===== src/rtl/alu_sched.sv =====
// Round-robin scheduler sharing one multi-cycle ALU among NREQ requesters.
// Grant to response in 3 cycles plus ALU busy time; no grant while the ALU is busy, requests are held until rsp_valid.
module alu_sched #(
    parameter int NREQ = 4,
    parameter int W    = 16
) (
    input  logic                clk,
    input  logic                rst,
    input  logic [NREQ-1:0]     req,
    input  logic [4*NREQ-1:0]   req_op,
    input  logic [W*NREQ-1:0]   req_a,
    input  logic [W*NREQ-1:0]   req_b,
    output logic [NREQ-1:0]     rsp_valid,
    output logic [W-1:0]        rsp_data,
    output logic                rsp_err,
    output logic [7:0]          rsp_cycles,
    output logic                alu_start,
    output logic [3:0]          alu_opcode,
    output logic [W-1:0]        alu_a,
    output logic [W-1:0]        alu_b,
    input  logic [W-1:0]        alu_result,
    input  logic                alu_busy
);

    localparam int IW = (NREQ > 1) ? $clog2(NREQ) : 1;

    typedef enum logic [1:0] {
        S_IDLE,
        S_ISSUE,
        S_WAIT,
        S_RESP
    } state_t;

    state_t         r_state;
    state_t         w_next;
    logic [IW-1:0]  r_last;
    logic [IW-1:0]  r_idx;
    logic [IW-1:0]  w_win;
    logic [IW-1:0]  w_cand;
    logic           w_found;
    logic           w_grant;
    logic           w_legal;

    logic [3:0]     w_op [NREQ];
    logic [W-1:0]   w_a  [NREQ];
    logic [W-1:0]   w_b  [NREQ];

    for (genvar g = 0; g < NREQ; g++) begin : g_unpack
        assign w_op[g] = req_op[4*g +: 4];
        assign w_a[g]  = req_a[W*g +: W];
        assign w_b[g]  = req_b[W*g +: W];
    end

    // Search starts one past the last winner and wraps.
    always_comb begin
        w_found = 1'b0;
        w_win   = r_last;
        w_cand  = '0;
        for (int k = 1; k <= NREQ; k++) begin
            w_cand = IW'((int'(r_last) + k) % NREQ);
            if (!w_found && req[w_cand]) begin
                w_found = 1'b1;
                w_win   = w_cand;
            end
        end
    end

    assign w_legal = (w_op[w_win] <= 4'h9);
    assign w_grant = (r_state == S_IDLE) && w_found && !alu_busy;

    always_ff @(posedge clk) begin
        if (rst) begin
            r_state <= S_IDLE;
        end else begin
            r_state <= w_next;
        end
    end

    always_comb begin
        w_next    = r_state;
        alu_start = 1'b0;
        rsp_valid = '0;
        case (r_state)
            S_IDLE: begin
                if (w_grant) begin
                    w_next = w_legal ? S_ISSUE : S_RESP;
                end
            end
            S_ISSUE: begin
                alu_start = 1'b1;
                w_next    = S_WAIT;
            end
            S_WAIT: begin
                if (!alu_busy) begin
                    w_next = S_RESP;
                end
            end
            S_RESP: begin
                rsp_valid = NREQ'(1) << r_idx;
                w_next    = S_IDLE;
            end
            default: w_next = S_IDLE;
        endcase
    end

    // Illegal opcodes never touch the ALU command registers, so those hold their last issued values.
    always_ff @(posedge clk) begin
        if (rst) begin
            r_last     <= IW'(NREQ - 1);
            r_idx      <= '0;
            rsp_data   <= '0;
            rsp_err    <= 1'b0;
            rsp_cycles <= '0;
            alu_opcode <= '0;
            alu_a      <= '0;
            alu_b      <= '0;
        end else begin
            if (w_grant) begin
                r_last     <= w_win;
                r_idx      <= w_win;
                rsp_err    <= !w_legal;
                rsp_cycles <= '0;
                if (w_legal) begin
                    alu_opcode <= w_op[w_win];
                    alu_a      <= w_a[w_win];
                    alu_b      <= w_b[w_win];
                end else begin
                    rsp_data   <= '0;
                end
            end
            if (r_state == S_WAIT) begin
                if (rsp_cycles != 8'hFF) begin
                    rsp_cycles <= rsp_cycles + 8'd1;
                end
                if (!alu_busy) begin
                    rsp_data <= alu_result;
                end
            end
        end
    end

endmodule


===== config.mk =====
export PLATFORM = sky130hd
export DESIGN_NAME = alu_sched
export DESIGN_NICKNAME = d
export VERILOG_FILES = /design/src/rtl/alu_sched.sv
export SDC_FILE = /design/constraint.sdc
export NUM_CORES = 1
export LEC_CHECK = 0
export BUFFER_PORTS_ARGS = -buffer_cell sky130_fd_sc_hd__buf_2
export CORE_ASPECT_RATIO = 1.2
export CORE_UTILIZATION = 49
export CTS_CLUSTER_SIZE = 30
export DETAILED_ROUTE_END_ITERATION = 16
export GPL_ROUTABILITY_DRIVEN = 0
export PLACE_DENSITY = 0.93
export SLEW_MARGIN = 0
export SYNTH_ARGS = -nofsm -noshare
export SYNTH_HDL_FRONTEND = slang
export SYNTH_SLANG_ARGS = --single-unit
export TNS_END_PERCENT = 30

===== constraint.sdc =====
create_clock -name clk -period 4.52 [get_ports clk]
set_input_delay 0.678 -clock clk [delete_from_list [all_inputs] [get_ports clk]]
set_output_delay 0.678 -clock clk [all_outputs]
set_load 0.02 [all_outputs]

==> metrics.md <==
| Metric | Value |
|---|---|
| Register-to-Register Path Depth | `7` |
| Post-synthesis cell count | `530` |
| Core Box Area | `between 8000 and 9000 um^2` |
| Maximum vdd drop | `between 0.15 and 0.2 mV` |
| # setup viols final | `0` |
| Final worst path period share | `0.6973` |
| EDFF count, synth | `0` |
| Leakage | `2.846 nW` |
| GRT Total Usage | `0.3027` |
| Flops & latches, synth | `67` |
| DR vias/cell | `between 5 and 6` |
| Hold Path Stages | `2` |
| Req. time, crit path | `around 4800 ps` |
| Hold-fix buffers at CTS | `0` |
| Cts bufs inserted | `9` |
| Chip width | `between 80 and 90 um` |
| Filler instances | `around 680` |
| Initial antenna violation count | `2` |
| Final Hold Viols | `0` |
| Worst-skew pair later-pin latency | `about 340 ps` |
| Register Area | `around 1300 um^2` |
| Primary FF master, synth | `dfxtp_1` |
| Via count | `4986` |
| Fin Setup TNS | `0 ps` |
| Syn nets | `roughly 700` |
| DP HPWL | `10110 um` |
| CP Max Fanout | `35` |
| Die area | `about 9000 um^2` |
| Mapped cell area | `between 4000 and 5000 um^2` |
| Pwr dens | `~460 nW/um^2` |
| Crit. End Element | `register` |
| Rows | `36` |
| H-Tree Depth | `3` |
| CTS tree | `done` |
| Crit path DAT | `around 3400 ps` |
| Worst-path clk slew | `80 ps` |
| Outcome | `completed` |
| Critical path class | `input pin to register` |
| Iteration-0 DRC count of the detailed router | `between 200 and 250` |
| Peak Freq | `roughly 320 MHz` |
| Commonest non-fill, non-tap cell in the layout | `buf_2` |
| PostCTS Resize Cnt | `0` |
| Seq/Total Area, Yosys | `0.3218` |
| Setup bufs post-CTS | `0` |
| Yosys cell types | `between 40 and 50` |
| Clock sink count | `67` |
| Hold Slack | `~460 ps` |
| Layout cells sized above 1 | `0.3645` |
| FFs w/ async S/R, synth | `0` |
| Setup crit start kind | `input pin` |
| Detailed Route WL | `about 14000 um` |
| ANT nets after route | `0` |
| Slew headroom | `0.2857` |
| HP Class | `register to register` |
| Worst Clk Skew | `6.417 ps` |
| Max clock buf depth | `2` |
| RSZ-0062 raised after global routing | `false` |
| Worst-Margin Slew | `around 1100 ps` |
| Nets | `around 900` |
| Area Growth Syn to Fin | `34.13%` |
| Multi-input gate area | `2480 um^2` |
| Commonest non-fill, non-tap cells in the layout | `buf_2 (232), nand2_1 (111), dfxtp_1 (67)` |
| Number of global-route vias before repair | `around 4.6k` |
| Initial core utilization | `0.5084` |
| Post-layout min period | `about 3200 ps` |
| Synth warnings | `0` |
| Grt total ovfl | `0` |
| DRC Markers | `0` |
| Syn avg cell area | `7.864 um^2` |
| Max cap viols | `0` |
| Final Max Slew Viols | `0` |
| Global-route wire length before repair | `21050 um` |
| I/O Pins | `~230` |
| DRT Pass-1 Iters | `6` |
| Largest net degree at the start of global routing | `67` |
| Die height | `103.0 um` |
| I/O Buffers | `around 230` |
| Cell at the root of the clock tree | `clkbuf_8` |
| Routed WL per cell | `16.08 um` |
==> cell families after synthesis <==
family | Yosys count | synth area share
adder cells (fa/ha/maj) | 6 | 0.01801
buffers and inverters | 89 | 0.08646
AND/OR/NAND/NOR | 171 | 0.1720
AO/OA/AOI/OAI | 153 | 0.2897
flip-flops | 67 | 0.3218
XOR/XNOR | 3 | 0.006306
multiplexers | 41 | 0.1057
==> metrics by stage <==
stage | cell area (um^2) | total power [mW] | std cells | util | setup slack (ps)
finish | 5590 | 2.583 | 855 | 0.6819 | 1368
global route | 5583 | 2.735 | 852 | 0.6810 | 1197
CTS | 5583 | 2.585 | 852 | 0.6810 | 1415
detailed placement | 5335 | 1.966 | 836 | 0.6508 | 1050
global placement | 5335 | 1.919 | 836 | 0.6508 | 1202
floorplan | 4168 | 1.635 | 530 | - | 1988
==> report_power, final <==
part / internal (mW) / switching [mW]
registers: 0.708 / 0.0853
logic: 0.450 / 0.724
clock network: 0.371 / 0.245
total: 1.53 / 1.05
==> per-layer routing <==
layer	GRT usage	vias up	wire length [um]
li1	-	2352	-
met3	0.06565	38	1229
met2	0.5305	291	6765
met4	0.1667	0	374
met5	0	-	0
met1	0.3432	2305	5382
==> cells in the mapped netlist (all sizes together), types with 2 or more instances <==
master | n | share of area
nand3 | 10 | 0.012
a21oi | 7 | 0.0084
o2111ai | 2 | 0.0042
o21ai | 10 | 0.013
nand2 | 111 | 0.10
dfxtp | 67 | 0.32
xor2 | 2 | 0.0042
a32o | 16 | 0.038
nor2b | 5 | 0.0075
inv | 42 | 0.038
mux4 | 2 | 0.011
clkbuf | 38 | 0.034
a211oi | 35 | 0.063
or4 | 2 | 0.0036
o22ai | 2 | 0.0030
a311o | 33 | 0.079
nand4 | 2 | 0.0030
mux2i | 35 | 0.084
a22oi | 3 | 0.0054
o211ai | 2 | 0.0048
o21a | 2 | 0.0036
nor3 | 4 | 0.0048
a31oi | 34 | 0.051
nor2 | 25 | 0.023
buf | 9 | 0.014
ha | 6 | 0.018
and3 | 6 | 0.0090
mux2 | 4 | 0.011
==> worst paths after layout <==
| check | from | endpoint | slack, ps |
|---|---|---|---|
| worst max-delay path | req[3] | alu_a[0] | 1370 |
| worst min-delay path | alu_a[12] | alu_a[12] | 460 |
| worst max register to register | r_last[0] | alu_a[0] | 1470 |
| worst min register to register | alu_a[12] | alu_a[12] | 460 |
==> worst max-delay path, cell delays in order <==
cell,delay (ps)
buf_2,120
nor2b_1,170
o21ai_2,140
buf_4,380
nand3_2,250
mux4_2,470
a31o_2,870
mux2i_1,300
==> cell type report <==
type                    count  area share
diodes                      3    0.001343
clock buffers               9     0.02216
clock inverters             7     0.02216
inverters                  42     0.02820
multi-input cells         374      0.4436
flip-flops and latches     67      0.2399
well taps                 114     0.02551
repair buffers            239      0.2171
Note: power is estimated with default switching activity, not from simulation.
